File: src/rtl/move_sequencer_pkg.sv
// Shared definitions for the wheel move sequencer:
// opcodes, FSM state encoding and program word width.
package move_sequencer_pkg;

    localparam int PROG_W = 19;

    localparam logic [2:0] OP_END  = 3'd0;
    localparam logic [2:0] OP_FWD  = 3'd1;
    localparam logic [2:0] OP_REV  = 3'd2;
    localparam logic [2:0] OP_PIVL = 3'd3;
    localparam logic [2:0] OP_PIVR = 3'd4;
    localparam logic [2:0] OP_WAIT = 3'd5;

    typedef enum logic [3:0] {
        S_IDLE,
        S_FETCH,
        S_ISSUE,
        S_ARM,
        S_RUN,
        S_WAITING,
        S_NEXT,
        S_DONE,
        S_ABORT
    } state_t;

endpackage

File: src/rtl/move_sequencer_if.sv
// Control/status bundle between the button logic, the
// sequencer (slave side) and both stepctl instances.
// Inputs: start, abort, prog_we/addr/data, motorL/R_busy.
// Outputs: step_go, step_target, motorL/R_dir, halt,
// seq_busy, seq_done, pc.
interface move_sequencer_if
    import move_sequencer_pkg::*;
#(
    parameter int AW = 4
);
    logic              start;
    logic              abort;
    logic              prog_we;
    logic [AW-1:0]     prog_addr;
    logic [PROG_W-1:0] prog_data;
    logic              motorL_busy;
    logic              motorR_busy;
    logic              step_go;
    logic [15:0]       step_target;
    logic              motorL_dir;
    logic              motorR_dir;
    logic              halt;
    logic              seq_busy;
    logic              seq_done;
    logic [AW-1:0]     pc;

    modport slave (
        input  start, abort,
        input  prog_we, prog_addr, prog_data,
        input  motorL_busy, motorR_busy,
        output step_go, step_target,
        output motorL_dir, motorR_dir,
        output halt, seq_busy, seq_done, pc
    );

    modport master (
        output start, abort,
        output prog_we, prog_addr, prog_data,
        output motorL_busy, motorR_busy,
        input  step_go, step_target,
        input  motorL_dir, motorR_dir,
        input  halt, seq_busy, seq_done, pc
    );
endinterface

File: src/rtl/move_prog_mem.sv
// Motion program store: DEPTH x W words, synchronous
// write, combinational read (maps onto LUT RAM).
// Ports: clk, we/waddr/wdata write side, raddr/rdata read.
module move_prog_mem
    import move_sequencer_pkg::*;
#(
    parameter int DEPTH = 16,
    parameter int W     = PROG_W,
    localparam int AW   = $clog2(DEPTH)
) (
    input  logic          clk,
    input  logic          we,
    input  logic [AW-1:0] waddr,
    input  logic [W-1:0]  wdata,
    input  logic [AW-1:0] raddr,
    output logic [W-1:0]  rdata
);
    logic [W-1:0] mem_q [DEPTH];

    always_ff @(posedge clk) begin
        if (we) begin
            mem_q[waddr] <= wdata;
        end
    end

    assign rdata = mem_q[raddr];
endmodule

File: src/rtl/move_sequencer.sv
// Runs a stored motion program on both wheel stepctls.
// Ports: WF_CLK, rst (async, active-high), bus (slave).
module move_sequencer
    import move_sequencer_pkg::*;
#(
    parameter int          DEPTH       = 16,
    parameter logic [23:0] PAUSE_CYC   = 24'd1200000,
    parameter logic [15:0] WAIT_TICK   = 16'd12000,
    parameter logic [7:0]  ARM_TIMEOUT = 8'd64
) (
    input  logic            WF_CLK,
    input  logic            rst,
    move_sequencer_if.slave bus
);
    localparam int AW = $clog2(DEPTH);
    localparam logic [AW-1:0] PC_LAST = AW'(DEPTH - 1);

    state_t            state_q, state_d;
    logic [AW-1:0]     pc_q, pc_d;
    logic [31:0]       timer_q, timer_d;
    logic [23:0]       pause_q, pause_d;
    logic [7:0]        arm_q, arm_d;
    logic [15:0]       target_q, target_d;
    logic              dir_l_q, dir_l_d;
    logic              dir_r_q, dir_r_d;
    logic [PROG_W-1:0] entry;
    logic [2:0]        op;
    logic [15:0]       cnt;
    logic              mem_we;
    logic              any_busy;

    // Memory is only writable while no program runs.
    assign mem_we = bus.prog_we && (state_q == S_IDLE);

    move_prog_mem #(
        .DEPTH (DEPTH),
        .W     (PROG_W)
    ) u_mem (
        .clk   (WF_CLK),
        .we    (mem_we),
        .waddr (bus.prog_addr),
        .wdata (bus.prog_data),
        .raddr (pc_q),
        .rdata (entry)
    );

    assign op       = entry[18:16];
    assign cnt      = entry[15:0];
    assign any_busy = bus.motorL_busy || bus.motorR_busy;

    always_comb begin
        state_d  = state_q;
        pc_d     = pc_q;
        timer_d  = timer_q;
        pause_d  = pause_q;
        arm_d    = arm_q;
        target_d = target_q;
        dir_l_d  = dir_l_q;
        dir_r_d  = dir_r_q;

        case (state_q)
            S_IDLE: begin
                if (bus.start) begin
                    pc_d    = '0;
                    state_d = S_FETCH;
                end
            end
            S_FETCH: begin
                case (op)
                    OP_FWD, OP_REV, OP_PIVL, OP_PIVR: begin
                        dir_l_d  = (op == OP_REV) || (op == OP_PIVL);
                        dir_r_d  = (op == OP_REV) || (op == OP_PIVR);
                        target_d = cnt;
                        state_d  = (cnt == '0) ? S_NEXT : S_ISSUE;
                    end
                    OP_WAIT: begin
                        timer_d = 32'(cnt) * 32'(WAIT_TICK);
                        state_d = (cnt == '0) ? S_NEXT : S_WAITING;
                    end
                    default: state_d = S_DONE;
                endcase
            end
            S_ISSUE: begin
                arm_d   = '0;
                state_d = S_ARM;
            end
            S_ARM: begin
                // A wheel that never starts must not stall the program.
                if (any_busy) begin
                    state_d = S_RUN;
                end else if (arm_q == ARM_TIMEOUT - 8'd1) begin
                    state_d = S_NEXT;
                end else begin
                    arm_d = arm_q + 8'd1;
                end
            end
            S_RUN: begin
                if (!any_busy) begin
                    state_d = S_NEXT;
                end
            end
            S_WAITING: begin
                timer_d = timer_q - 32'd1;
                if (timer_q <= 32'd1) begin
                    state_d = S_NEXT;
                end
            end
            S_NEXT: begin
                if (pause_q == '0) begin
                    if (pc_q == PC_LAST) begin
                        state_d = S_DONE;
                    end else begin
                        pc_d    = pc_q + 1'b1;
                        state_d = S_FETCH;
                    end
                end else begin
                    pause_d = pause_q - 24'd1;
                end
            end
            S_DONE:  state_d = S_IDLE;
            S_ABORT: begin
                if (!any_busy) begin
                    state_d = S_IDLE;
                end
            end
            default: state_d = S_IDLE;
        endcase

        // Pause length is armed on every entry into NEXT.
        if (state_d == S_NEXT && state_q != S_NEXT) begin
            pause_d = PAUSE_CYC;
        end

        // Abort freezes all bookkeeping and wins over every state.
        if (bus.abort && state_q != S_IDLE && state_q != S_ABORT) begin
            pc_d     = pc_q;
            timer_d  = timer_q;
            pause_d  = pause_q;
            arm_d    = arm_q;
            target_d = target_q;
            dir_l_d  = dir_l_q;
            dir_r_d  = dir_r_q;
            state_d  = S_ABORT;
        end
    end

    always_ff @(posedge WF_CLK or posedge rst) begin
        if (rst) begin
            state_q  <= S_IDLE;
            pc_q     <= '0;
            timer_q  <= '0;
            pause_q  <= '0;
            arm_q    <= '0;
            target_q <= '0;
            dir_l_q  <= 1'b0;
            dir_r_q  <= 1'b0;
        end else begin
            state_q  <= state_d;
            pc_q     <= pc_d;
            timer_q  <= timer_d;
            pause_q  <= pause_d;
            arm_q    <= arm_d;
            target_q <= target_d;
            dir_l_q  <= dir_l_d;
            dir_r_q  <= dir_r_d;
        end
    end

    assign bus.step_go     = (state_q == S_ISSUE) && !bus.abort;
    assign bus.seq_done    = (state_q == S_DONE) && !bus.abort;
    assign bus.halt        = (state_q == S_ABORT);
    assign bus.seq_busy    = (state_q != S_IDLE);
    assign bus.pc          = pc_q;
    assign bus.step_target = target_q;
    assign bus.motorL_dir  = dir_l_q;
    assign bus.motorR_dir  = dir_r_q;
endmodule
File: src/flat_wrapper.sv
// flat-port wrapper written by rule: the top's interface ports become plain ports
module move_sequencer_flat import move_sequencer_pkg::*;
#(
    parameter int          DEPTH       = 16,
    parameter logic [23:0] PAUSE_CYC   = 24'd1200000,
    parameter logic [15:0] WAIT_TICK   = 16'd12000,
    parameter logic [7:0]  ARM_TIMEOUT = 8'd64
)
  (WF_CLK, rst, bus_start, bus_abort, bus_prog_we, bus_prog_addr, bus_prog_data, bus_motorL_busy, bus_motorR_busy, bus_step_go, bus_step_target, bus_motorL_dir, bus_motorR_dir, bus_halt, bus_seq_busy, bus_seq_done, bus_pc);
  move_sequencer_if bus_i ();
  input  logic WF_CLK;
  input  logic rst;
  input wire logic [$bits(bus_i.start)-1:0] bus_start;
  input wire logic [$bits(bus_i.abort)-1:0] bus_abort;
  input wire logic [$bits(bus_i.prog_we)-1:0] bus_prog_we;
  input wire logic [$bits(bus_i.prog_addr)-1:0] bus_prog_addr;
  input wire logic [$bits(bus_i.prog_data)-1:0] bus_prog_data;
  input wire logic [$bits(bus_i.motorL_busy)-1:0] bus_motorL_busy;
  input wire logic [$bits(bus_i.motorR_busy)-1:0] bus_motorR_busy;
  output wire logic [$bits(bus_i.step_go)-1:0] bus_step_go;
  output wire logic [$bits(bus_i.step_target)-1:0] bus_step_target;
  output wire logic [$bits(bus_i.motorL_dir)-1:0] bus_motorL_dir;
  output wire logic [$bits(bus_i.motorR_dir)-1:0] bus_motorR_dir;
  output wire logic [$bits(bus_i.halt)-1:0] bus_halt;
  output wire logic [$bits(bus_i.seq_busy)-1:0] bus_seq_busy;
  output wire logic [$bits(bus_i.seq_done)-1:0] bus_seq_done;
  output wire logic [$bits(bus_i.pc)-1:0] bus_pc;
  assign bus_i.start = bus_start;
  assign bus_i.abort = bus_abort;
  assign bus_i.prog_we = bus_prog_we;
  assign bus_i.prog_addr = bus_prog_addr;
  assign bus_i.prog_data = bus_prog_data;
  assign bus_i.motorL_busy = bus_motorL_busy;
  assign bus_i.motorR_busy = bus_motorR_busy;
  assign bus_step_go = bus_i.step_go;
  assign bus_step_target = bus_i.step_target;
  assign bus_motorL_dir = bus_i.motorL_dir;
  assign bus_motorR_dir = bus_i.motorR_dir;
  assign bus_halt = bus_i.halt;
  assign bus_seq_busy = bus_i.seq_busy;
  assign bus_seq_done = bus_i.seq_done;
  assign bus_pc = bus_i.pc;
  move_sequencer #(.DEPTH(DEPTH), .PAUSE_CYC(PAUSE_CYC), .WAIT_TICK(WAIT_TICK), .ARM_TIMEOUT(ARM_TIMEOUT)) u_core (.WF_CLK(WF_CLK), .rst(rst), .bus(bus_i));
endmodule
File: config.mk
export PLATFORM = sky130hd
export DESIGN_NAME = move_sequencer_flat
export DESIGN_NICKNAME = d
export VERILOG_FILES = /design/src/rtl/move_sequencer_pkg.sv /design/src/rtl/move_sequencer_if.sv /design/src/rtl/move_prog_mem.sv /design/src/rtl/move_sequencer.sv /design/src/flat_wrapper.sv
export SDC_FILE = /design/constraint.sdc
export NUM_CORES = 1
export LEC_CHECK = 0
export BUFFER_PORTS_ARGS = -buffer_cell sky130_fd_sc_hd__buf_4
export CAP_MARGIN = 20
export CORE_ASPECT_RATIO = 1.1
export CORE_UTILIZATION = 60
export CTS_CLUSTER_SIZE = 25
export DETAILED_ROUTE_END_ITERATION = 6
export MAX_ROUTING_LAYER = met4
export PLACE_DENSITY = 0.77
export SLEW_MARGIN = 20
export SYNTH_ARGS = -nofsm -noshare
export SYNTH_HDL_FRONTEND = slang
export SYNTH_SLANG_ARGS = --single-unit
File: constraint.sdc
create_clock -name WF_CLK -period 12.5 [get_ports WF_CLK]
set_input_delay 0 -clock WF_CLK [delete_from_list [all_inputs] [get_ports WF_CLK]]
set_output_delay 0 -clock WF_CLK [all_outputs]
set_load 0.01 [all_outputs]
=== Yosys cells after proc, flatten, opt, wreduce, memory -nomap -nowiden ===
Memory sizes are Yosys's and may differ from the RTL's.
Index checks and enable logic that the tools add are counted.
Widths: inputs -> output; s select.

* Add/sub/neg operators: 4
* $mul: 1
* $lt $le $gt $ge: 1
* Eq/ne operators: 25
* Multiplexer cells: 27
* Bitwise logic cells: 1
* Reduce and logical (&&, ||, !) cells: 24

{| class="wikitable"
|+ Operator list
! operator !! count
|-
| $mux 24 || 3
|-
| $pmux 32 s2 || 1
|-
| $mux 4 || 11
|-
| $le 32x1->1 const B || 1
|-
| $mux 32 || 1
|-
| $pmux 4 s8 || 1
|-
| $sub 32x1->32 const B || 1
|-
| $mul 16x9->25 const B || 1
|-
| $logic_not 24->1 || 1
|-
| $sub 24x1->24 const B || 1
|-
| $eq 4x3->1 const B || 5
|-
| $logic_not 16->1 || 1
|-
| $mux 8 || 2
|-
| $pmux 4 s2 || 2
|-
| $pmux 8 s2 || 1
|-
| $ne 2x2->1 const B || 5
|-
| $reduce_and 3->1 || 3
|-
| $add 8x1->8 const B || 1
|-
| $eq 4x2->1 const B || 2
|-
| $eq 4x4->1 const B || 2
|-
| $eq 8x6->1 const B || 1
|-
| $reduce_bool 2->1 || 4
|-
| $eq 3x2->1 const B || 2
|-
| $eq 3x3->1 const B || 2
|-
| other kinds (18) || 28
|}

* Register bits: 90
* Bits in writable memories: 304
* Input bits: 30
* Output and inout port bits: 26
* Logic and storage cells: 92
* Memories: 1

{| class="wikitable"
|+ Memory list
! memory !! words !! bits a word !! rd ports !! clocked after memory_dff !! write ports !! line !! source
|-
| u_core.u_mem.mem_q || 16 || 19 || 1 || 0 || 1 || move_prog_mem.sv:18 || <nowiki>logic [W-1:0] mem_q [DEPTH];</nowiki>
|}

=== Longest topological paths before layout ===
Gate-level depths: netlist of the first run.
An unclocked memory read counts as a cell.

* Word-level depth: 9
* Depth in mapped cells: 23
* Depth with buffers taken out: 19

=== By module ===
From an unflattened synthesis of the first run, not the netlist that was laid out.

* Cell total of the unflattened synthesis: 1471
* Area total of the unflattened synthesis: 20083.0 um2

{| class="wikitable"
|+ By module, submodules not included
! module !! instances !! cells each !! area an instance (um2) !! seq. area each (um2)
|-
| move_prog_mem || 1 || 488 || 11466.0 || 9128.8
|-
| move_sequencer || 1 || 983 || 8617.0 || 2252.2
|}

=== Worst setup path after synthesis of the first run ===
OpenSTA, ideal clock, no wires.

* Path type: register -> register
* Start: register u_core.pc_q[0], in the netlist u_core.bus.pc[0]
* End: register u_core.timer_q[22]
* Library setup time: 0.126 ns
* Arrival time: 6.613 ns
* Required time: 12.374 ns
* Path slack: 5.761 ns
* Stages on the path, launching flop included: 22
* Path buffers: 3
* Clock period less this slack: 6.739 ns
* Path through: dfrtp_1 clkbuf_1 buf_2 buf_1 mux4_2 mux4_2 fa_1 inv_1 fa_1 inv_1 fa_1 inv_1 fa_1 inv_1 ha_1 a21o_1 a21o_1 a21oi_1 o21ai_0 a31oi_1 xnor2_1 a221o_1

* Word-level cells in the longest chain between the ends: 4
* Elaborated cells between the ends (all ways): 7
* Classes of those cells: mul (1); eq/ne (2); mux (2); reduce/logical (1); memory (1)

{| class="wikitable"
|+ Ends and longest elaborated chain
! item !! line !! source
|-
| start: declaration || move_sequencer.sv:19 || <nowiki>logic [AW-1:0] pc_q, pc_d;</nowiki>
|-
| start signal: assignment || move_sequencer.sv:159 || <nowiki>pc_q <= pc_d;</nowiki>
|-
| $mem_v2 16x19 || - ||
|-
| net u_core.entry[10] || move_sequencer.sv:26 || <nowiki>logic [PROG_W-1:0] entry;</nowiki>
|-
| $mul 16x9->25 || move_sequencer.sv:77 || <nowiki>timer_d = 32'(cnt) * 32'(WAIT_TICK);</nowiki>
|-
| $mux 32 || move_sequencer.sv:69 || <nowiki>case (op)</nowiki>
|-
| $pmux 32 s2 || move_sequencer.sv:61 || <nowiki>case (state_q)</nowiki>
|-
| end signal: assignment || move_sequencer.sv:160 || <nowiki>timer_q <= timer_d;</nowiki>
|-
| end: declaration || move_sequencer.sv:20 || <nowiki>logic [31:0] timer_q, timer_d;</nowiki>
|}

The timed path passes the listed nets, and every way through them passes these cells. The select of a mux whose other input is x is not followed.
A chain may end at the register's enable or synchronous reset.

=== Final worst setup path of the first run ===
* Start: register u_core.pc_q[0], in the netlist u_core.bus.pc[0]
* End: register u_core.timer_q[27]

The elaborated chain is that of the path after synthesis.

==> impl_summary.txt, run 1 <==
----------------------------------------------------
[Detailed routing]
  Total vias in the final route ... between 10,000 and 15,000
  Detailed-route vias per instance ... between 6 and 7
  Number of DRC markers in iteration 0 ... about 1,100
  DRC violation count after routing ... 0
  Routed wire length ... 44.26 mm
  Number of routed nets with antenna violations ... 0
  DR WL/cell ... 21.99 microns
  Router iterations before antenna repair ... 5

[Power and ir drop]
  Share of total power in sequential cells ... ~37%
  Relative contribution of the clock network to total power ... between 20% and 30%
  Power Internal ... ~3 mW
  Logic pwr share ... between 30% and 40%
  Leakage power of the design ... slightly below 9 nW
  Sw Share ... a little over a third
  P_sw ... 1.564 mW
  Total Power ... about 4.5 mW
  Highest ir drop seen on vdd ... approximately 130 uV
  Pwr Density ... a little under 200 nW/um^2

[Layout]
  Sequential cell area in the final layout ... about 11,000 sq um
  Nets ... approximately 1,700
  Filler-free cell count of the finished design ... a little over 2,000
  Share of the core filled with cells ... roughly two thirds
  Post-synthesis to final-layout area growth ... 12.58%
  N_diodes ... 0
  FILL cells ... between 2,000 and 2,500
  Proportion of layout cells with a drive suffix above 1 ... between 15 and 20%
  Commonest cells after routing, fill and taps aside ... sky130_fd_sc_hd__edfxtp_1, sky130_fd_sc_hd__inv_1, sky130_fd_sc_hd__mux4_2
  Area occupied by multi-input gates ... ~8000 sq um
  Most common library cell in the layout ignoring fill and taps ... sky130_fd_sc_hd__edfxtp_1

[Yosys]
  XOR/XNOR Fraction of Synth Area ... 2.031%
  Area fraction in compound gates after synthesis ... 6.069%
  Gate count of the mapped netlist ... 1,459
  Number of synthesized flops with an enable pin ... 304
  Area share of and/or/nand/nor cells after synthesis ... 7.872%
  Main flop type after synthesis ... sky130_fd_sc_hd__edfxtp_1
  Yosys top cell area share ... a little under half
  Total nets after synthesis ... between 1,500 and 2,000
  Post-synthesis register bit count ... between 300 and 400
  Number of library cell types mapped by synthesis ... 70
  Yosys warns ... 0
  Area of the mapped netlist ... 20,260 sq um
  Combinational family with the most area after synthesis ... adder cells
  Dominant cells by area after synthesis ... sky130_fd_sc_hd__edfxtp_1, sky130_fd_sc_hd__dfrtp_1, sky130_fd_sc_hd__mux4_2
  Dominant cell type by area after synthesis ... sky130_fd_sc_hd__edfxtp_1
  Per-instance average area after synthesis ... 13.89 sq um
  Mux share of post-synthesis cell area ... a little under an eighth
  Register area share after synthesis ... a little under three fifths
  Ys async rst share ... 22.84%
  Area share of fa/ha/maj cells after synthesis ... approximately an eighth

[Global routing]
  First-pass GRT wire length ... about 70 mm
  Largest net degree at the start of global routing ... 70
  Overflow left after global routing ... 0
  Initial antenna violation count ... 0
  Via count of the first global-routing pass ... roughly 13,000
  Combined global-route utilization of all metal layers ... 27.74%

[Clock tree]
  Buffers inserted during post-CTS setup optimization ... 0
  Bufs on Longest Clock Path ... 3
  Clock-pin slew on the worst setup and hold paths ... roughly 0.06 ns
  Clock tree root driver cell ... sky130_fd_sc_hd__clkbuf_16
  Latest clock arrival within the worst-skew pair ... ~0.55 ns
  CTS tree ... built
  Cts hold-fix bufs ... 25
  Post-cts repair resize count ... 0
  H-tree depth ... 2
  Number of sinks on the clock net ... 394
  TritonCTS buffer count ... 41

[Placement]
  DP HPWL ... about 27 mm
  Number of port buffers ... 55
  DP Worst Slack ... 5.279 ns
  Cell Count Post-Placement ... about 1,900
  RePlAce Congestion ... 0.9010

[Status]
  Result of the run ... complete, no violations

[STA]
  Unrepaired setup endpoints after global routing ... false
  Min setup slack post-route ... between 5 and 6 ns
  Total Negative Setup Slacks ... 0 ns
  Worst-Margin Slew ... around 1 ns
  Relative slew margins ... approximately a third
  Final number of max-transition violations ... 0
  Worst clock skew ... approximately 0.019 ns
  Number of endpoints with negative hold slack in the final report ... 0
  Final count of negative-setup-slack endpoints ... 0
  Min Tclk post-route ... 7.311 ns
  Fmax ... between 100 and 150 MHz
  Final worst path period share ... 58.49%

[Critical path]
  Critical path startpoint category ... flip-flop
  Kind of critical path ... flip-flop to flip-flop
  Worst setup EP type ... flip-flop
  Required time of the worst setup path ... between 10 and 15 ns
  Maximum fanout encountered on the critical timing path ... between 40 and 50
  Arr. time, crit path ... 7.74 ns

[Floorplanning]
  Number of standard-cell rows in the floorplan ... 70
  Vertical extent of the die ... between 150 and 200 microns
  I/O pin cnt ... between 50 and 60
  Die footprint ... about 35,000 sq um
  Floorplan core area ... between 30,000 and 40,000 sq um
  Die outline width ... 177.2 microns
  Initial Utilization ... roughly three fifths

[Hold path]
  Classification of the worst-slack hold path ... input pin to asynchronous set/reset pin

[Run]
  Number of max-capacitance violations reported ... 0

----------------------------------------------------
[layer usage]
layer	wire length [microns]	share of wire, %	track usage, %
met1	17230	39	34.53
met2	22970	52	46.18
met3	2452	5.5	3.893
met4	1604	3.6	10.41
met5	0	0	-
[critical path, cell delays in order (launching register included)]
cell and delay (ns):
sky130_fd_sc_hd__dfrtp_4 0.77, sky130_fd_sc_hd__buf_4 0.83, sky130_fd_sc_hd__mux4_2 0.63, sky130_fd_sc_hd__mux4_2 0.65
sky130_fd_sc_hd__fa_1 0.57, sky130_fd_sc_hd__inv_1 0.05, sky130_fd_sc_hd__fa_1 0.50, sky130_fd_sc_hd__inv_1 0.05
sky130_fd_sc_hd__fa_1 0.47, sky130_fd_sc_hd__inv_1 0.05, sky130_fd_sc_hd__fa_1 0.53, sky130_fd_sc_hd__inv_1 0.04
sky130_fd_sc_hd__ha_1 0.33, sky130_fd_sc_hd__o21ai_0 0.17, sky130_fd_sc_hd__o21ai_0 0.49, sky130_fd_sc_hd__nand4_1 0.27
sky130_fd_sc_hd__nand3_1 0.19, sky130_fd_sc_hd__a31oi_1 0.11, sky130_fd_sc_hd__xnor2_1 0.14, sky130_fd_sc_hd__a211o_1 0.29
[kinds of logic after synthesis]
group	Yosys count
xor gates and xnor gates	47
AOI/OAI and AO/OA	190
DFF	394
and+or+nand+nor	314
adders and majority gates	151
buffers and inverters	248
muxes	115
[state kept, by name (all words and copies together) (netlist names)]
register and flops:
u_core.timer_q 32, u_core.bus.motorR_dir 1, u_core.bus.step_target 16, u_core.u_mem.mem_q 304
u_core.arm_q 8, u_core.bus.motorL_dir 1, u_core.pause_q 24, u_core.bus.pc 4
u_core.state_q 4
[cells in the mapped netlist (7+ instances only)]
| cell | number |
|---|---|
| sky130_fd_sc_hd__nand3_1 | 28 |
| sky130_fd_sc_hd__nand2_1 | 55 |
| sky130_fd_sc_hd__o21ai_0 | 56 |
| sky130_fd_sc_hd__nor3_1 | 35 |
| sky130_fd_sc_hd__edfxtp_1 | 304 |
| sky130_fd_sc_hd__xnor2_1 | 28 |
| sky130_fd_sc_hd__a21oi_1 | 40 |
| sky130_fd_sc_hd__buf_1 | 12 |
| sky130_fd_sc_hd__or4_1 | 9 |
| sky130_fd_sc_hd__fa_1 | 68 |
| sky130_fd_sc_hd__o22ai_1 | 12 |
| sky130_fd_sc_hd__a21o_1 | 10 |
| sky130_fd_sc_hd__mux4_2 | 90 |
| sky130_fd_sc_hd__nor4_1 | 18 |
| sky130_fd_sc_hd__ha_1 | 83 |
| sky130_fd_sc_hd__dfrtp_1 | 90 |
| sky130_fd_sc_hd__inv_1 | 198 |
| sky130_fd_sc_hd__nand2b_1 | 20 |
| sky130_fd_sc_hd__xor2_1 | 19 |
| sky130_fd_sc_hd__a31oi_1 | 7 |
| sky130_fd_sc_hd__clkbuf_1 | 28 |
| sky130_fd_sc_hd__nor2_1 | 88 |
| sky130_fd_sc_hd__or3_1 | 11 |
| sky130_fd_sc_hd__mux2_2 | 19 |
| sky130_fd_sc_hd__nand4_1 | 12 |
| sky130_fd_sc_hd__buf_2 | 9 |
[path summary, 6_finish.rpt]
path / startpoint / endpoint / slack, ns / cells past startpoint
max: u_core.bus.pc[0]$_DFFE_PP0P_ / u_core.timer_q[27]$_DFFE_PP0P_ / 5.19 / 19
min: rst / u_core.pause_q[7]$_DFFE_PP0P_ / 0.02 / 3
max reg2reg: u_core.bus.pc[0]$_DFFE_PP0P_ / u_core.timer_q[27]$_DFFE_PP0P_ / 5.19 / 19
min reg2reg: u_core.timer_q[13]$_DFFE_PP0P_ / u_core.timer_q[13]$_DFFE_PP0P_ / 0.50 / 1
max in group asynchronous: rst / u_core.timer_q[8]$_DFFE_PP0P_ / 11.24 / 4
min in group WF_CLK: bus_prog_addr[0] / u_core.u_mem.mem_q[9][14]$_DFFE_PP_ / 0.09 / 3
[per-stage QoR]
step / hold WS, ns / instance area [sq um]
detailed placement: 0.04259 / 21250
global placement: 0.03845 / 21250
CTS: 0.02851 / 22800
floorplan: 0.05040 / 20260
global route: 0.06922 / 22810
finish: 0.02479 / 22810
[power groups by stage]
stage                     Sequential (mW)  Clock, mW  Combinational [mW]
after floorplan                      1.67          0                1.24
after global placement               1.70          0                1.57
after detailed placement             1.70          0                1.61
after CTS                            1.68       1.20                1.63
after global routing                 1.70       1.25                1.87
final                                1.68       1.18                1.64
[final cells by class]
cell class	count	share of cell area, %
sequential	394	49.93
clock buffer	50	4.739
inverter	198	3.263
multi-input combinational	817	35.21
clock inverter	23	0.9379
tap	432	2.369
timing repair buffer	99	3.559
Note: power is estimated with default switching activity, not from simulation.
==> inputs of run 2 (changes only) <==
- ABC_AREA: default -> 1
- clock period: 12.5 -> 7.3 ns (I/O delays scaled with it)
==> run 2 against run 1 <==
Highest routed layer unchanged. Flip-flop and latch count did not move. Clock-buffer cell count fell by 3. Wire length rose by 15%. Core utilization fell by 0.42 points. Largest power group is now combinational logic. Worst setup slack got worse by 4.5 ns. Final cell count rose by 31%. Sequential share of layout area fell by 1.3 points. Synthesized area rose by 3.9%.
==> impl_summary.txt, run 2 <==
----------------------------------------------------
[STA]
  Min Tclk post-route ... 6.605 ns (-0.7061 ns)
  Worst clock skew ... 0.02421 ns (+0.005531 ns)
  Worst-Margin Slew ... 1.131 ns (+0.1321 ns)
  Relative slew margins ... 24.51% (-8.9 points)
  Min setup slack post-route ... 0.6952 ns (-4.494 ns)
  Unrepaired setup endpoints after global routing ... false
  Final number of max-transition violations ... 0 (unchanged)
  Final worst path period share ... 90.48% (+32 points)
  Number of endpoints with negative hold slack in the final report ... 0 (unchanged)
  Final count of negative-setup-slack endpoints ... 0 (unchanged)
  Fmax ... 151.4 MHz (+11%)
  Total Negative Setup Slacks ... 0 ns (unchanged)

[Placement]
  RePlAce Congestion ... 0.8811 (-2.2%)
  Number of port buffers ... 55 (unchanged)
  DP HPWL ... 31.64 mm (+15%)
  Cell Count Post-Placement ... 2,531 (+32%)
  DP Worst Slack ... 0.9262 ns (-4.352 ns)

[Detailed routing]
  Routed wire length ... 50.75 mm (+15%)
  Number of DRC markers in iteration 0 ... 1,422 (+33%)
  DRC violation count after routing ... 0 (unchanged)
  DR WL/cell ... 19.32 microns (-12%)
  Total vias in the final route ... 15,450 (+25%)
  Number of routed nets with antenna violations ... 0 (unchanged)
  Detailed-route vias per instance ... 5.882 (-3.9%)
  Router iterations before antenna repair ... 5 (unchanged)

[Yosys]
  Yosys warns ... 0 (unchanged)
  Dominant cell type by area after synthesis ... sky130_fd_sc_hd__edfxtp_1
  Yosys top cell area share ... 43.35% (-1.7 points)
  Ys async rst share ... 22.84% (unchanged)
  Most frequent cells after synthesis ... sky130_fd_sc_hd__edfxtp_1, sky130_fd_sc_hd__nand2_1, sky130_fd_sc_hd__inv_1, sky130_fd_sc_hd__nor2_1, sky130_fd_sc_hd__o21ai_0
  Gate count of the mapped netlist ... 2,089 (+43%)
  Dominant cell by count in the synthesized netlist ... sky130_fd_sc_hd__edfxtp_1
  Main flop type after synthesis ... sky130_fd_sc_hd__edfxtp_1
  Number of library cell types mapped by synthesis ... 53 (-24%)
  Post-synthesis register bit count ... 394 (unchanged)
  Dominant cells by area after synthesis ... sky130_fd_sc_hd__edfxtp_1, sky130_fd_sc_hd__dfrtp_1, sky130_fd_sc_hd__fa_1
  Per-instance average area after synthesis ... 10.08 sq um (-27%)
  Number of synthesized flops with an enable pin ... 304 (unchanged)
  Register area share after synthesis ... 54.05% (-2.1 points)
  Total nets after synthesis ... 2,270 (+38%)
  Area of the mapped netlist ... 21,060 sq um (+3.9%)

[Clock tree]
  H-tree depth ... 2 (unchanged)
  Post-cts repair resize count ... 0 (unchanged)
  Clock tree root driver cell ... sky130_fd_sc_hd__clkbuf_16
  Bufs on Longest Clock Path ... 3 (unchanged)
  Number of sinks on the clock net ... 394 (unchanged)
  Clock-pin slew on the worst setup and hold paths ... 0.06 ns (about the same)
  Cts hold-fix bufs ... 27 (+8.0%)
  Buffers inserted during post-CTS setup optimization ... 0 (unchanged)
  TritonCTS buffer count ... 40 (-2.4%)
  Latest clock arrival within the worst-skew pair ... 0.58 ns (+0.03 ns)
  CTS tree ... built

[Critical path]
  Kind of critical path ... flip-flop to flip-flop
  Worst setup EP type ... flip-flop
  Slowest cell delay on critical path ... 0.53 ns (-0.30 ns)
  Arr. time, crit path ... 7.05 ns (-0.69 ns)
  Top cell by count, worst path ... sky130_fd_sc_hd__inv_1
  Critical R2R Launch ... u_core.bus.pc[0]$_DFFE_PP0P_
  Required time of the worst setup path ... 7.74 ns (-5.19 ns)
  Critical path startpoint category ... flip-flop
  R2R Setup Slk ... 0.70 ns (-4.49 ns)
  Maximum fanout encountered on the critical timing path ... 124 (+160%)
  R2r worst-path depth ... 26 (+7)
  Terminus of the critical flop-to-flop path ... u_core.timer_q[23]$_DFFE_PP0P_
  CP max-delay cell ... sky130_fd_sc_hd__fa_1

[Floorplanning]
  Floorplan core area ... 34,380 sq um (+3.3%)
  Vertical extent of the die ... 198.5 microns (+1.9%)
  Number of standard-cell rows in the floorplan ... 71 (+1.4%)
  I/O pin cnt ... 56 (unchanged)
  Die footprint ... 35,850 sq um (+3.9%)
  Initial Utilization ... 61.25% (+0.36 points)
  Die outline width ... 180.6 microns (+1.9%)

[Layout]
  Nets ... 2,343 (+35%)
  Area occupied by multi-input gates ... 8183 sq um (+1.9%)
  Proportion of layout cells with a drive suffix above 1 ... 10.10% (-7.3 points)
  FILL cells ... 2,533 (+13%)
  N_diodes ... 0 (unchanged)
  Commonest cells after routing, fill and taps aside ... sky130_fd_sc_hd__edfxtp_1, sky130_fd_sc_hd__nand2_1, sky130_fd_sc_hd__inv_1
  Post-synthesis to final-layout area growth ... 11.22%
  Sequential cell area in the final layout ... 11,390 sq um (about the same)
  Filler-free cell count of the finished design ... 2,627 (+31%)
  Registers with the most flip-flops ... u_core.u_mem.mem_q (304), u_core.timer_q (32), u_core.pause_q (24)
  Largest register FFs ... 304 (unchanged)
  Reg with most FFs ... u_core.u_mem.mem_q
  Most common library cell in the layout ignoring fill and taps ... sky130_fd_sc_hd__edfxtp_1
  Share of the core filled with cells ... 68.12% (-0.42 points)

[Global routing]
  Largest net degree at the start of global routing ... 156 (+120%)
  Initial antenna violation count ... 0 (unchanged)
  Overflow left after global routing ... 0 (unchanged)
  First-pass GRT wire length ... 80.03 mm (+15%)
  Via count of the first global-routing pass ... 15,030 (+19%)
  Combined global-route utilization of all metal layers ... 29.89% (+2.1 points)

[Power and ir drop]
  Total Power ... 9.567 mW (+110%)
  Leakage power of the design ... 9.822 nW (+13%)
  Pwr Density ... 408.5 nW/um^2 (+110%)
  Highest ir drop seen on vdd ... 293.3 uV (+130%)

[Run]
  Number of max-capacitance violations reported ... 0 (unchanged)

[Hold path]
  Classification of the worst-slack hold path ... input pin to asynchronous set/reset pin

[Status]
  Result of the run ... complete, no violations

----------------------------------------------------
run 2: cell types whose count changed in the layout (fill, tap and decap cells not counted), moves of 49 or more:
| cell | previous run | this run |
|---|---|---|
| sky130_fd_sc_hd__o21ai_0 | 56 | 175 |
| sky130_fd_sc_hd__nand3_1 | 28 | 112 |
| sky130_fd_sc_hd__nand2_1 | 55 | 301 |
| sky130_fd_sc_hd__mux4_2 | 90 | 0 |
| sky130_fd_sc_hd__o221ai_1 | 2 | 51 |
| sky130_fd_sc_hd__nor2_1 | 76 | 224 |
| sky130_fd_sc_hd__inv_1 | 197 | 279 |
run 2: how the worst max path moves through the flow:
stage / from / to / slack [ns] / cells past startpoint
floorplan: u_core.bus.pc[0]$_DFFE_PP0P_ / u_core.timer_q[22]$_DFFE_PP0P_ / 1.79 / 26
global placement: u_core.bus.pc[0]$_DFFE_PP0P_ / u_core.timer_q[23]$_DFFE_PP0P_ / 1.12 / 26
detailed placement: u_core.bus.pc[0]$_DFFE_PP0P_ / u_core.timer_q[23]$_DFFE_PP0P_ / 0.93 / 26
CTS: u_core.bus.pc[0]$_DFFE_PP0P_ / u_core.timer_q[23]$_DFFE_PP0P_ / 0.87 / 26
global route: u_core.bus.pc[0]$_DFFE_PP0P_ / u_core.timer_q[23]$_DFFE_PP0P_ / 0.29 / 26
finish: u_core.bus.pc[0]$_DFFE_PP0P_ / u_core.timer_q[23]$_DFFE_PP0P_ / 0.70 / 26
run 2: final cells by class:
class	count	share of cell area [%]
Clock inverter	22	0.6571
Tap cell	438	2.340
Multi-Input combinational cell	1305	34.94
Inverter	309	4.979
Sequential cell	394	48.62
Clock buffer	47	4.477
Timing Repair Buffer	112	3.985
run 2: critical path: cells and delay by family (launching register included):
kind            cells  cell delay (ns)
simple gates        5             0.75
compound gates      8             1.60
buf+inv             8             1.25
flops               1             0.51
fa+ha+maj           5             2.16
run 2: routing by layer:
metal | vias up | part of all wire, % | GRT usage [%]
li1 | 7239 | - | -
met1 | 7466 | 40 | 36.79
met2 | 612 | 49 | 49.85
met3 | 135 | 7.3 | 4.174
met4 | 0 | 3.6 | 12.82
met5 | - | 0 | -
run 2: metrics by stage:
step,area [sq um],hold slack [ns]
floorplan,21060,0.05440
global placement,21940,0.08199
detailed placement,21940,0.08592
CTS,23420,0.01344
global route,23420,0.04755
finish,23420,0.02676
run 2: report_power, final:
part           switching [mW]  internal, mW  total (mW)
Sequential              0.190          2.64        2.83
Clock                   0.871          1.03        1.91
Combinational            3.08          1.75        4.83
run 2: cell families (layout without fill, tap and decap cells):
| group | count (synthesis) | count (layout) | synth area share [%] |
|---|---|---|---|
| xor gates and xnor gates | 34 | 34 | 1.414 |
| buffers and inverters | 390 | 490 | 7.326 |
| adders and majority gates | 151 | 151 | 11.40 |
| AOI/OAI and AO/OA | 364 | 364 | 10.16 |
| and+or+nand+nor | 756 | 756 | 15.66 |
| DFF | 394 | 394 | 54.05 |
==> inputs of run 3 (changes only) <==
- PLACE_DENSITY: 0.77 -> 0.83
==> run 3 against run 2 <==
Core utilization is 0.57 points higher. Sequential power is essentially flat. Clock power up 13%. Clock-buffer cell count unchanged. Critical path type unchanged. Non-clock buffer count unchanged. Wire length up 1.3%.
==> impl_summary.txt, run 3 (same netlist as run 2, synthesis figures left out) <==
----------------------------------------------------
[Status]
  Result of the run ... complete, no violations

[Global routing]
  Initial antenna violation count ... 0 (unchanged)
  Largest net degree at the start of global routing ... 135 (-13%)
  Via count of the first global-routing pass ... 15,670 (+4.2%)
  First-pass GRT wire length ... 81.05 mm (+1.3%)
  Overflow left after global routing ... 0 (unchanged)
  Combined global-route utilization of all metal layers ... 30.09% (+0.20 points)

[Hold path]
  Classification of the worst-slack hold path ... input pin to flip-flop
  Worst Hold Depth ... 3
  Endpoint of the worst hold path ... u_core.u_mem.mem_q[9][16]$_DFFE_PP_
  Hold wc startpoint ... bus_prog_addr[0]

[Floorplanning]
  Die footprint ... 35,850 sq um (unchanged)
  Number of standard-cell rows in the floorplan ... 71 (unchanged)
  Initial Utilization ... 61.25% (unchanged)
  I/O pin cnt ... 56 (unchanged)
  Vertical extent of the die ... 198.5 microns (unchanged)
  Floorplan core area ... 34,380 sq um (unchanged)
  Die outline width ... 180.6 microns (unchanged)

[STA]
  Worst clock skew ... 0.03306 ns (+0.008851 ns)
  Final worst path period share ... 92.14% (+1.7 points)
  Total Negative Setup Slacks ... 0 ns (unchanged)
  Min setup slack post-route ... 0.5736 ns (-0.1215 ns)
  Final count of negative-setup-slack endpoints ... 0 (unchanged)
  Final number of max-transition violations ... 0 (unchanged)
  Number of endpoints with negative hold slack in the final report ... 0 (unchanged)
  Relative slew margins ... 36.51% (+12 points)
  Unrepaired setup endpoints after global routing ... false
  Worst-Margin Slew ... 0.9501 ns (-0.1810 ns)
  Min Tclk post-route ... 6.726 ns (+0.1215 ns)
  Fmax ... 148.7 MHz (-1.8%)

[Layout]
  Proportion of layout cells with a drive suffix above 1 ... 10.52% (+0.42 points)
  FILL cells ... 2,375 (-6.2%)
  Most common library cell in the layout ignoring fill and taps ... sky130_fd_sc_hd__edfxtp_1
  Reg with most FFs ... u_core.u_mem.mem_q
  Nets ... 2,344 (+0.043%)
  Post-synthesis to final-layout area growth ... 12.15%
  Commonest cells after routing, fill and taps aside ... sky130_fd_sc_hd__edfxtp_1, sky130_fd_sc_hd__nand2_1, sky130_fd_sc_hd__inv_1
  Registers with the most flip-flops ... u_core.u_mem.mem_q (304), u_core.timer_q (32), u_core.pause_q (24)
  Largest register FFs ... 304 (unchanged)

[Critical path]
  Cell class contributing the biggest share of worst-path delay ... adder cells
  Crit. path cell count ... 26 (unchanged)
  Number of buffers and inverters on the critical path ... 8 (unchanged)
  Critical path startpoint category ... flip-flop
  Top cell by count, worst path ... sky130_fd_sc_hd__inv_1
  Critical R2R Launch ... u_core.bus.pc[0]$_DFFE_PP0P_
  Worst setup EP type ... flip-flop
  Kind of critical path ... flip-flop to flip-flop
  Required time of the worst setup path ... 7.73 ns (about the same)
  Slowest cell delay on critical path ... 0.67 ns (+0.14 ns)
  Arr. time, crit path ... 7.16 ns (+0.11 ns)
  CP max-delay cell ... sky130_fd_sc_hd__inv_6
  R2R Setup Slk ... 0.57 ns (-0.12 ns)
  Maximum fanout encountered on the critical timing path ... 134 (+8.1%)
  Terminus of the critical flop-to-flop path ... u_core.timer_q[25]$_DFFE_PP0P_
  R2r worst-path depth ... 26 (unchanged)

[Clock tree]
  Bufs on Longest Clock Path ... 3 (unchanged)
  TritonCTS buffer count ... 41 (+2.5%)
  Post-cts repair resize count ... 0 (unchanged)
  Number of sinks on the clock net ... 394 (unchanged)
  Latest clock arrival within the worst-skew pair ... 0.58 ns (about the same)
  Clock-pin slew on the worst setup and hold paths ... 0.06 ns (about the same)
  H-tree depth ... 2 (unchanged)
  Clock tree root driver cell ... sky130_fd_sc_hd__clkbuf_16
  CTS tree ... built

[Detailed routing]
  Highest metal layer with signal wires ... met4
  Routed wire length on met2 ... 25.37 mm (+1.1%)
  Number of routed nets with antenna violations ... 0 (unchanged)
  Detailed-route vias per instance ... 5.957 (+1.3%)
  Routed met1 length ... 19.46 mm (-3.4%)
  Routed wire length ... 51.43 mm (+1.3%)
  DRC violation count after routing ... 0 (unchanged)
  Total vias in the final route ... 15,700 (+1.6%)
  Met3 layer wire length in the routed design ... 4.152 mm (+12%)
  Router iterations before antenna repair ... 6 (+1)
  DR WL/cell ... 19.52 microns (+1.0%)
  Number of DRC markers in iteration 0 ... 1,616 (+14%)

[Placement]
  RePlAce Congestion ... 0.9354 (+6.2%)
  DP Worst Slack ... 0.7523 ns (-0.1739 ns)
  DP HPWL ... 31.99 mm (+1.1%)
  Number of port buffers ... 55 (unchanged)

[Power and ir drop]
  Highest ir drop seen on vdd ... 363.9 uV (+24%)
  Leakage power of the design ... 9.898 nW (+0.78%)
  Pwr Density ... 416.4 nW/um^2 (+1.9%)

[Run]
  Number of max-capacitance violations reported ... 0 (unchanged)

----------------------------------------------------
## run 3: changes by cell type in the layout (fill, tap and decap cells not counted), moves of 2 or more
cell / change
sky130_fd_sc_hd__nor2_2: -2
sky130_fd_sc_hd__nor2_4: +2
sky130_fd_sc_hd__clkinv_2: -5
sky130_fd_sc_hd__inv_6: +2
sky130_fd_sc_hd__bufinv_16: +5
sky130_fd_sc_hd__clkinv_4: +4
sky130_fd_sc_hd__buf_4: +2
sky130_fd_sc_hd__clkinvlp_4: +2
## run 3: layout make-up
class | count | area (sq um) | area share [%]
Multi-Input combinational cell | 1305 | 8193 | 34.69
Tap cell | 438 | 548.0 | 2.321
Clock buffer | 47 | 1070 | 4.530
Clock inverter | 29 | 331.6 | 1.404
Antenna cell | 1 | 2.502 | 0.01060
Timing Repair Buffer | 112 | 918.4 | 3.889
Sequential cell | 394 | 11390 | 48.22
Inverter | 309 | 1166 | 4.938
## run 3: repair_timing
item,in CTS,in global routing
setup buffers,0,0
hold buffers,26,0
hold endpoints to repair,366,0
## run 3: through the flow
stage | area [sq um] | util, % | std cells | power, mW | hold WS (ns)
finish | 23620 | 68.69 | 2635 | 9.833 | 0.04294
global route | 23610 | 68.69 | 2634 | 10.69 | 0.03366
CTS | 23610 | 68.68 | 2634 | 9.821 | 0.01130
detailed placement | 21950 | 63.85 | 2532 | 7.625 | 0.1441
global placement | 21950 | 63.85 | 2532 | 7.497 | 0.1468
floorplan | 21060 | - | 2089 | 6.465 | 0.05440
## run 3: per-layer routing
metal	vias up	global-route usage (%)
li1	7280	-
met1	7467	35.79
met2	746	49.85
met3	204	4.632
met4	0	16.02
met5	-	-
## run 3: worst min-delay path: cells and delay by family
kind / cells / cell delay, ns
buf+inv: 1 / 0.12
simple gates: 2 / 0.33
## run 3: power breakdown
part           total, mW  internal, mW  switching, mW
Combinational       4.84          1.76           3.08
Clock               2.16          1.25          0.915
Sequential          2.83          2.64          0.196
## run 3: how the worst max path moves through the flow
| stage | startpoint | endpoint | slack [ns] |
|---|---|---|---|
| 3_5_place_dp | u_core.bus.pc[0]$_DFFE_PP0P_ | u_core.timer_q[25]$_DFFE_PP0P_ | 0.75 |
| 2_1_floorplan | u_core.bus.pc[0]$_DFFE_PP0P_ | u_core.timer_q[22]$_DFFE_PP0P_ | 1.79 |
| 4_1_cts | u_core.bus.pc[0]$_DFFE_PP0P_ | u_core.timer_q[25]$_DFFE_PP0P_ | 0.72 |
| 6_report | u_core.bus.pc[0]$_DFFE_PP0P_ | u_core.timer_q[25]$_DFFE_PP0P_ | 0.57 |
| 5_1_grt | u_core.bus.pc[0]$_DFFE_PP0P_ | u_core.timer_q[25]$_DFFE_PP0P_ | 0.18 |
| 3_3_place_gp | u_core.bus.pc[0]$_DFFE_PP0P_ | u_core.timer_q[25]$_DFFE_PP0P_ | 1.04 |
